<file path="src/rtl/sisc_ctrl_mc_if.sv">
// Control bus between the SISC multi-cycle sequencer and the IR/status/datapath side.
interface sisc_ctrl_mc_if #(
  parameter int unsigned OPC_W = 4,
  parameter int unsigned CC_W  = 4
);
  logic [OPC_W-1:0] opcode;
  logic [CC_W-1:0]  mm;
  logic [CC_W-1:0]  stat;
  logic             mem_ready;
  logic             ir_load;
  logic             pc_write;
  logic             pc_sel;
  logic             pc_rel;
  logic [1:0]       alu_op;
  logic             mem_re;
  logic             mem_we;
  logic             rf_we;
  logic             wb_sel;
  logic             halted;
  logic             mem_err;

  modport master (
    input  opcode, mm, stat, mem_ready,
    output ir_load, pc_write, pc_sel, pc_rel, alu_op,
           mem_re, mem_we, rf_we, wb_sel, halted, mem_err
  );

  modport slave (
    output opcode, mm, stat, mem_ready,
    input  ir_load, pc_write, pc_sel, pc_rel, alu_op,
           mem_re, mem_we, rf_we, wb_sel, halted, mem_err
  );
endinterface

</file>
<file path="src/rtl/sisc_ctrl_mc.sv">
// SISC multi-cycle control FSM: fetch/decode/execute/mem/writeback with ready-stretched MEM and timeout.
// Optional SISC_MEM_SKIP_EN: non-memory opcodes bypass MEM (4-cycle instruction).
module sisc_ctrl_mc #(
  parameter int unsigned    OPC_W  = 4,
  parameter int unsigned    CC_W   = 4,
  parameter int unsigned    WAIT_W = 4,
  parameter logic [CC_W-1:0] AM_IMM = CC_W'(8)
) (
  input logic            clk,
  input logic            rst_f,
  sisc_ctrl_mc_if.master bus
);

  localparam logic [OPC_W-1:0] OP_LOD = OPC_W'(1);
  localparam logic [OPC_W-1:0] OP_STR = OPC_W'(2);
  localparam logic [OPC_W-1:0] OP_SWP = OPC_W'(3);
  localparam logic [OPC_W-1:0] OP_BRA = OPC_W'(4);
  localparam logic [OPC_W-1:0] OP_BRR = OPC_W'(5);
  localparam logic [OPC_W-1:0] OP_BNE = OPC_W'(6);
  localparam logic [OPC_W-1:0] OP_BNR = OPC_W'(7);
  localparam logic [OPC_W-1:0] OP_ALU = OPC_W'(8);
  localparam logic [OPC_W-1:0] OP_HLT = OPC_W'(15);

  // Last count value before the limit: a miss here means the limit is reached this edge.
  localparam logic [WAIT_W-1:0] CNT_LAST = {{(WAIT_W-1){1'b1}}, 1'b0};

  typedef enum logic [2:0] {
    S_START, S_FETCH, S_DECODE, S_EXECUTE, S_MEM, S_WRITEBACK, S_HALT
  } state_t;

  state_t            state;
  logic [WAIT_W-1:0] wait_cnt;
  logic              mem_err_q;

  logic is_lod, is_str, is_mem, is_alu, is_swp, is_hlt;
  logic is_br_set, is_br_clr, is_rel, flag_hit, br_taken;

  assign is_lod    = (bus.opcode == OP_LOD);
  assign is_str    = (bus.opcode == OP_STR);
  assign is_mem    = is_lod | is_str;
  assign is_alu    = (bus.opcode == OP_ALU);
  assign is_swp    = (bus.opcode == OP_SWP);
  assign is_hlt    = (bus.opcode == OP_HLT);
  assign is_br_set = (bus.opcode == OP_BRA) | (bus.opcode == OP_BRR);
  assign is_br_clr = (bus.opcode == OP_BNE) | (bus.opcode == OP_BNR);
  assign is_rel    = (bus.opcode == OP_BRR) | (bus.opcode == OP_BNR);
  assign flag_hit  = |(bus.stat & bus.mm);
  assign br_taken  = (is_br_set & flag_hit) | (is_br_clr & ~flag_hit);

  always_ff @(posedge clk or negedge rst_f) begin
    if (!rst_f) begin
      state     <= S_START;
      wait_cnt  <= '0;
      mem_err_q <= 1'b0;
    end else begin
      case (state)
        S_START:  state <= S_FETCH;
        S_FETCH:  state <= S_DECODE;
        S_DECODE: state <= is_hlt ? S_HALT : S_EXECUTE;
        S_EXECUTE: begin
          wait_cnt <= '0;
`ifdef SISC_MEM_SKIP_EN
          state <= is_mem ? S_MEM : S_WRITEBACK;
`else
          state <= S_MEM;
`endif
        end
        S_MEM: begin
          if (!is_mem || bus.mem_ready) begin
            state <= S_WRITEBACK;
          end else if (wait_cnt == CNT_LAST) begin
            mem_err_q <= 1'b1;
            state     <= S_HALT;
          end else begin
            wait_cnt <= wait_cnt + WAIT_W'(1);
          end
        end
        S_WRITEBACK: state <= S_FETCH;
        S_HALT:      state <= S_HALT;
        default:     state <= S_START;
      endcase
    end
  end

  logic       ir_load_c, pc_write_c, pc_sel_c, pc_rel_c;
  logic [1:0] alu_op_c;
  logic       mem_re_c, mem_we_c, rf_we_c, wb_sel_c, halted_c;

  always_comb begin
    ir_load_c  = 1'b0;
    pc_write_c = 1'b0;
    pc_sel_c   = 1'b0;
    pc_rel_c   = 1'b0;
    alu_op_c   = 2'b00;
    mem_re_c   = 1'b0;
    mem_we_c   = 1'b0;
    rf_we_c    = 1'b0;
    wb_sel_c   = 1'b0;
    halted_c   = 1'b0;
    case (state)
      S_FETCH: begin
        ir_load_c  = 1'b1;
        pc_write_c = 1'b1;
      end
      S_EXECUTE: begin
        if (is_alu) alu_op_c = {1'b0, (bus.mm == AM_IMM)};
        if (is_mem) alu_op_c = 2'b10;
        if (br_taken) begin
          pc_write_c = 1'b1;
          pc_sel_c   = 1'b1;
          pc_rel_c   = is_rel;
        end
      end
      S_MEM: begin
        mem_re_c = is_lod & ~mem_err_q;
        mem_we_c = is_str & ~mem_err_q;
      end
      S_WRITEBACK: begin
        rf_we_c  = is_alu | is_lod | is_swp;
        wb_sel_c = is_lod;
      end
      S_HALT:  halted_c = 1'b1;
      default: ;
    endcase
  end

  assign bus.ir_load  = ir_load_c;
  assign bus.pc_write = pc_write_c;
  assign bus.pc_sel   = pc_sel_c;
  assign bus.pc_rel   = pc_rel_c;
  assign bus.alu_op   = alu_op_c;
  assign bus.mem_re   = mem_re_c;
  assign bus.mem_we   = mem_we_c;
  assign bus.rf_we    = rf_we_c;
  assign bus.wb_sel   = wb_sel_c;
  assign bus.halted   = halted_c;
  assign bus.mem_err  = mem_err_q;

endmodule

</file>
<file path="src/flat_wrapper.sv">
// flat-port wrapper written by rule: the top's interface ports become plain ports
module sisc_ctrl_mc_flat 
#(
  parameter int unsigned    OPC_W  = 4,
  parameter int unsigned    CC_W   = 4,
  parameter int unsigned    WAIT_W = 4,
  parameter logic [CC_W-1:0] AM_IMM = CC_W'(8)
)
  (clk, rst_f, bus_opcode, bus_mm, bus_stat, bus_mem_ready, bus_ir_load, bus_pc_write, bus_pc_sel, bus_pc_rel, bus_alu_op, bus_mem_re, bus_mem_we, bus_rf_we, bus_wb_sel, bus_halted, bus_mem_err);
  sisc_ctrl_mc_if #(.OPC_W(OPC_W), .CC_W(CC_W)) bus_i ();
  input logic clk;
  input logic rst_f;
  input wire logic [$bits(bus_i.opcode)-1:0] bus_opcode;
  input wire logic [$bits(bus_i.mm)-1:0] bus_mm;
  input wire logic [$bits(bus_i.stat)-1:0] bus_stat;
  input wire logic [$bits(bus_i.mem_ready)-1:0] bus_mem_ready;
  output wire logic [$bits(bus_i.ir_load)-1:0] bus_ir_load;
  output wire logic [$bits(bus_i.pc_write)-1:0] bus_pc_write;
  output wire logic [$bits(bus_i.pc_sel)-1:0] bus_pc_sel;
  output wire logic [$bits(bus_i.pc_rel)-1:0] bus_pc_rel;
  output wire logic [$bits(bus_i.alu_op)-1:0] bus_alu_op;
  output wire logic [$bits(bus_i.mem_re)-1:0] bus_mem_re;
  output wire logic [$bits(bus_i.mem_we)-1:0] bus_mem_we;
  output wire logic [$bits(bus_i.rf_we)-1:0] bus_rf_we;
  output wire logic [$bits(bus_i.wb_sel)-1:0] bus_wb_sel;
  output wire logic [$bits(bus_i.halted)-1:0] bus_halted;
  output wire logic [$bits(bus_i.mem_err)-1:0] bus_mem_err;
  assign bus_i.opcode = bus_opcode;
  assign bus_i.mm = bus_mm;
  assign bus_i.stat = bus_stat;
  assign bus_i.mem_ready = bus_mem_ready;
  assign bus_ir_load = bus_i.ir_load;
  assign bus_pc_write = bus_i.pc_write;
  assign bus_pc_sel = bus_i.pc_sel;
  assign bus_pc_rel = bus_i.pc_rel;
  assign bus_alu_op = bus_i.alu_op;
  assign bus_mem_re = bus_i.mem_re;
  assign bus_mem_we = bus_i.mem_we;
  assign bus_rf_we = bus_i.rf_we;
  assign bus_wb_sel = bus_i.wb_sel;
  assign bus_halted = bus_i.halted;
  assign bus_mem_err = bus_i.mem_err;
  sisc_ctrl_mc #(.OPC_W(OPC_W), .CC_W(CC_W), .WAIT_W(WAIT_W), .AM_IMM(AM_IMM)) u_core (.clk(clk), .rst_f(rst_f), .bus(bus_i));
endmodule
</file>
<file path="config.mk">
export PLATFORM = sky130hd
export DESIGN_NAME = sisc_ctrl_mc_flat
export DESIGN_NICKNAME = d
export VERILOG_FILES = /design/src/rtl/sisc_ctrl_mc_if.sv /design/src/rtl/sisc_ctrl_mc.sv /design/src/flat_wrapper.sv
export SDC_FILE = /design/constraint.sdc
export NUM_CORES = 1
export LEC_CHECK = 0
export ABC_AREA = 1
export CORE_MARGIN = 10
export CORE_UTILIZATION = 30
export DETAILED_ROUTE_END_ITERATION = 10
export PLACE_DENSITY = 0.68
export SETUP_SLACK_MARGIN = 0.15
export SLEW_MARGIN = 0
export SYNTH_ARGS = -nofsm -noshare
export SYNTH_HDL_FRONTEND = slang
export SYNTH_SLANG_ARGS = --single-unit
</file>
<file path="constraint.sdc">
create_clock -name clk -period 3.9 [get_ports clk]
set_input_delay 0.39 -clock clk [delete_from_list [all_inputs] [get_ports clk]]
set_output_delay 0.39 -clock clk [all_outputs]
set_load 0.05 [all_outputs]
</file>
# Word-level counts from Yosys, hierarchy flattened
# Index checks and enable logic that the tools add are counted.
# W data, S select, Z words.
[word_totals]
reg_bits = 8
latch_bits = 0
mem_bits_rw = 0
mem_bits_ro = 0
input_bits = 15
out_inout_bits = 12
wordCells = 68
n_memories = 0
[classes]
n_addsub = 1
multipliers = 0
div = 0
magnitude_cmp = 0
n_eq_ne = 20
shift = 0
muxes = 21
bitwise_logic = 15
n_reduce_logical = 8
[ops]
columns = ["cell", "count"]
rows = [
  ["$pmux W3 S6", 1],
  ["$eq A4 B3 Y1 const B", 4],
  ["$eq A4 B4 Y1 const B", 4],
  ["$mux W1", 11],
  ["$eq A3 B3 Y1 const B", 3],
  ["$mux W3", 3],
  ["$eq A4 B2 Y1 const B", 2],
  ["$mux W4", 2],
  ["$pmux W4 S2", 1],
  ["$or A1 B1 Y1", 7],
  ["$eq A3 B2 Y1 const B", 2],
  ["$reduce_and A3 Y1", 2],
  ["$add A4 B1 Y4 const B", 1],
  ["$and A1 B1 Y1", 4],
  ["$and A4 B4 Y4", 1],
  ["$eq A4 B1 Y1 const B", 1],
  ["$mux W2", 2],
  ["$ne A2 B2 Y1 const B", 2],
  ["$reduce_or A4 Y1", 1],
  ["$eq A3 B1 Y1 const B", 1],
  ["$logic_not A3 Y1", 1],
  ["$ne A3 B1 Y1 const B", 1],
  ["$not A1 Y1", 3],
  ["$pmux W1 S2", 1],
  ["4 further kinds", 4],
]

# Longest topological paths before layout
[logic_depth]
depth_word = 7
ltp_mapped = 9
mapped_depth_nobuf = 9

# Worst setup path after synthesis
# Ideal clock, no wire load.
[synth_path]
path_kind = "reg-to-output"
startpoint = "reg u_core.state[0]"
endpoint = "out bus_pc_write"
arrival_ns = 2.159
t_required_ns = 3.510
slack_ns = 1.351
path_stages_with_launch = 5
n_path_buf = 0
path_cell_list = "dfrtp_1 -> inv_1 -> nor3_1 -> inv_1 -> nand2_1"
[synth_via]
elab_chain_cells = 2
elab_cells_between_ends = 3
classes_between = "2 x eq/ne; 1 x mux"
[synth_lines]
columns = ["element", "line", "source"]
rows = [
  ["start: declaration", "sisc_ctrl_mc.sv:31", "state_t state;"],
  ["start signal: assignment", "sisc_ctrl_mc.sv:59", "S_DECODE: state <= is_hlt ? S_HALT : S_EXECUTE;"],
  ["$eq A3 B2 Y1 / $eq A3 B1 Y1 (equally long branches)", "sisc_ctrl_mc.sv:100", "case (state)"],
  ["$pmux W1 S2 *", "sisc_ctrl_mc.sv:100", ""],
  ["end: declaration", "flat_wrapper.sv:18", "output wire logic [$bits(bus_i.pc_write)-1:0] bus_pc_write;"],
]
# Mark *: on every way between the ends. The rest lies on a longest branch, timed or not.

# Worst setup path after layout
[layout_path]
startpoint = "in bus_opcode[2]"
endpoint = "out bus_pc_rel"
[layout_via]
elab_chain_cells = 6
elab_cells_between_ends = 12
classes_between = "4 x eq/ne; 2 x mux; 6 x bitwise"
[layout_lines]
columns = ["element", "line", "source"]
rows = [
  ["start: declaration", "flat_wrapper.sv:13", "input wire logic [$bits(bus_i.opcode)-1:0] bus_opcode;"],
  ["$eq A4 B3 Y1, on equally long branches", "sisc_ctrl_mc.sv:44, sisc_ctrl_mc.sv:46, sisc_ctrl_mc.sv:45", ""],
  ["$or A1 B1 Y1, on equally long branches", "sisc_ctrl_mc.sv:44, sisc_ctrl_mc.sv:45", ""],
  ["$and A1 B1 Y1", "sisc_ctrl_mc.sv:48", "assign br_taken = (is_br_set & flag_hit) | (is_br_clr & ~flag_hit);"],
  ["$or A1 B1 Y1", "sisc_ctrl_mc.sv:48", ""],
  ["$mux W1 *", "sisc_ctrl_mc.sv:108", "if (br_taken) begin"],
  ["$mux W1 *", "sisc_ctrl_mc.sv:100", ""],
  ["end: declaration", "flat_wrapper.sv:20", "output wire logic [$bits(bus_i.pc_rel)-1:0] bus_pc_rel;"],
]
# Marked as above.

==> out/qor.yml <==
timing.fmax_ghz: 0.384
area_growth_pct: 43.4
slew_headroom_pct: 65.5
clock-skew-final_ns: 0.00171
dieArea_um2: 4700
ctsHtreeMaxLevel: 1
cts.clk_slew.worst_paths_ns: 0.06
total_power_uw: 455
routed_wl_um: 1930
cts_resized: 0
grt_pass1_wl_um: 3260
yosysSeqAreaShare_pct: 28.3
root_buffer: "clkbuf_4"
finalCriticalPeriod_ns: 2.61
numPortBuffers: 26
overflow: 0
firstDrtPassIters: 4
ant_nets: 0
crit_path_end_kind: "primary output"
tns_ns: 0
dp_hpwl_um: 1600
synthCells: 101
syn_avg_cell_area_um2: 7.00
yosys_warnings: 0
drc: 0
synth_top_family_by_area: "simple AND/OR/NAND/NOR gates"
yosys.area_share.simple_pct: 51.7
finish.utilization_pct: 45.4
crit_type: "primary input to primary output"
clock_latency_ns: 0.26
cts_max_path_buffers: 2
syn_nets: 118
cp.required_ns: 3.51
grt_max_degree: 10
critPathMaxFanout: 3
postCtsSetupRepairBufs: 0
synthMuxAreaShare_pct: 0
wl_per_cell_um: 12.3
final_nets: 148
num_vias: 733
core_um2: 2230
synth_seq_cells: 8
worst_slew_pin_slew_ns: 0.515
vias_per_cell: 4.67
fill_cells: 228
io_pins: 27
drt_iter0_drc: 20
cts_tree: "done"
rsz0062_at_grt: "no"
grt_pass1_vias: 724
peakVddDrop_uv: 159
power.density_nw_per_um2: 449
hp-class: "primary input to asynchronous set/reset pin"
p_leak_uw: 0.000464
start_util_pct: 31.7
synth_xor_area_share_pct: 2.48
syn_area_um2: 707
synthDistinctLibCells: 24
dp_slack_ns: 1.29
min_period_over_period_pct: 66.8
holdBufCountCts: 0
synthAdderAreaFrac_pct: 3.54
maxSlewViolCount: 0
worstPathArrival_ns: 2.22
antenna_cells: 0
place_congestion: 0.841
grt_antenna_before_repair: 0
timing.final.setup_violations: 0
maxCapViolations: 0
layout-drive-gt1-share_pct: 14.7
fp-row-count: 17
die_w_um: 68.5
grt_util_all_layers_pct: 9.14
clkSinkCount: 8
start_kind: "primary input"
die_height_um: 68.5
hold_viol_final: 0
fin_ws_ns: 1.29
synth_compound_area_share_pct: 4.42
numCtsBuffers: 3
status: "finished, final reports clean"
==> critical path: stages <==
cell and delay [ns]:
clkdlybuf4s50_1 0.52, inv_1 0.08, nor3_2 0.16, nand3_1 0.13
nor2_1 0.11, clkdlybuf4s50_1 0.81
==> logic make-up after synthesis <==
family	after synthesis
AO/OA/AOI/OAI	5
XOR/XNOR	2
adder cells (fa/ha/maj)	2
buffers and inverters	16
flip-flops	8
AND/OR/NAND/NOR	68
==> metal layers <==
metal	GRT usage (%)	vias to the layer above	part of all wire (%)
met3	4.03	0	7.6
met2	13.9	30	49
met1	10.4	329	43
met5	0	-	0
met4	5.28	0	0
li1	-	374	-
==> cells in the final DEF, fill, tap and decap left out <==
master	count
clkdlybuf4s50_1	26
nand2_1	25
nor2_1	13
inv_1	13
nand3_1	8
dfrtp_1	8
nor3_1	5
nor2_2	3
nand2_2	3
clkbuf_4	3
nand3_4	2
nand4_1	2
o21ai_0	2
nor3_2	2
nor2_4	2
nand2_4	2
ha_1	2
inv_2	1
nand3b_1	1
a21oi_2	1
a21oi_1	1
clkinv_1	1
xnor2_1	1
xor2_1	1
o211ai_1	1
==> final timing paths <==
check | startpoint | to | slack [ns] | cells past startpoint
max in group asynchronous | rst_f | u_core.state[0]$_DFFE_PN0P_ | 3.22 | 1
min in group clk | u_core.bus.mem_err$_DFFE_PN0P_ | u_core.bus.mem_err$_DFFE_PN0P_ | 0.54 | 2
max reg2reg | u_core.wait_cnt[0]$_DFFE_PN0P_ | u_core.wait_cnt[1]$_DFFE_PN0P_ | 2.47 | 9
min reg2reg | u_core.bus.mem_err$_DFFE_PN0P_ | u_core.bus.mem_err$_DFFE_PN0P_ | 0.54 | 2
min | rst_f | u_core.wait_cnt[0]$_DFFE_PN0P_ | 0.41 | 1
max | bus_opcode[2] | bus_pc_rel | 1.29 | 6
==> sequential cells by signal (all words and copies together) (netlist names) <==
| signal | cells |
|---|---|
| u_core.wait_cnt | 4 |
| u_core.state | 3 |
| u_core.bus.mem_err | 1 |
==> through the flow <==
step | cells | area, µm² | hold WS, ns
after global routing | 157 | 1010 | 0.432
final | 157 | 1010 | 0.411
after floorplan | 101 | 707 | 0.0944
after CTS | 157 | 1010 | 0.424
after global placement | 154 | 991 | 0.514
after detailed placement | 154 | 991 | 0.509
==> report_power, final <==
part	total, µW	internal, µW	switching [µW]
clock network	66.7	35.4	31.3
logic	240	85.6	154
registers	148	102	46.2
total	455	223	232
==> final cells by class <==
type | instances | area (µm²) | area share, %
multi-input cells | 77 | 439 | 43.3
repair buffers | 26 | 260 | 25.7
well taps | 28 | 35.0 | 3.46
inverters | 15 | 56.3 | 5.56
flip-flops and latches | 8 | 200 | 19.8
clock buffers | 3 | 22.5 | 2.22
==> cell usage after synthesis, drive strengths merged <==
cell / number / area (µm²)
nand2: 30 / 135
nor2: 18 / 90.1
inv: 14 / 52.6
nand3: 10 / 75.1
dfrtp: 8 / 200
nor3: 7 / 45.0
a21oi: 2 / 13.8
ha: 2 / 25.0
nand4: 2 / 12.5
o21ai: 2 / 10.0
buf: 1 / 11.3
clkinv: 1 / 3.75
nand3b: 1 / 7.51
o211ai: 1 / 7.51
xnor2: 1 / 8.76
xor2: 1 / 8.76
Note: power is estimated with default switching activity, not from simulation.
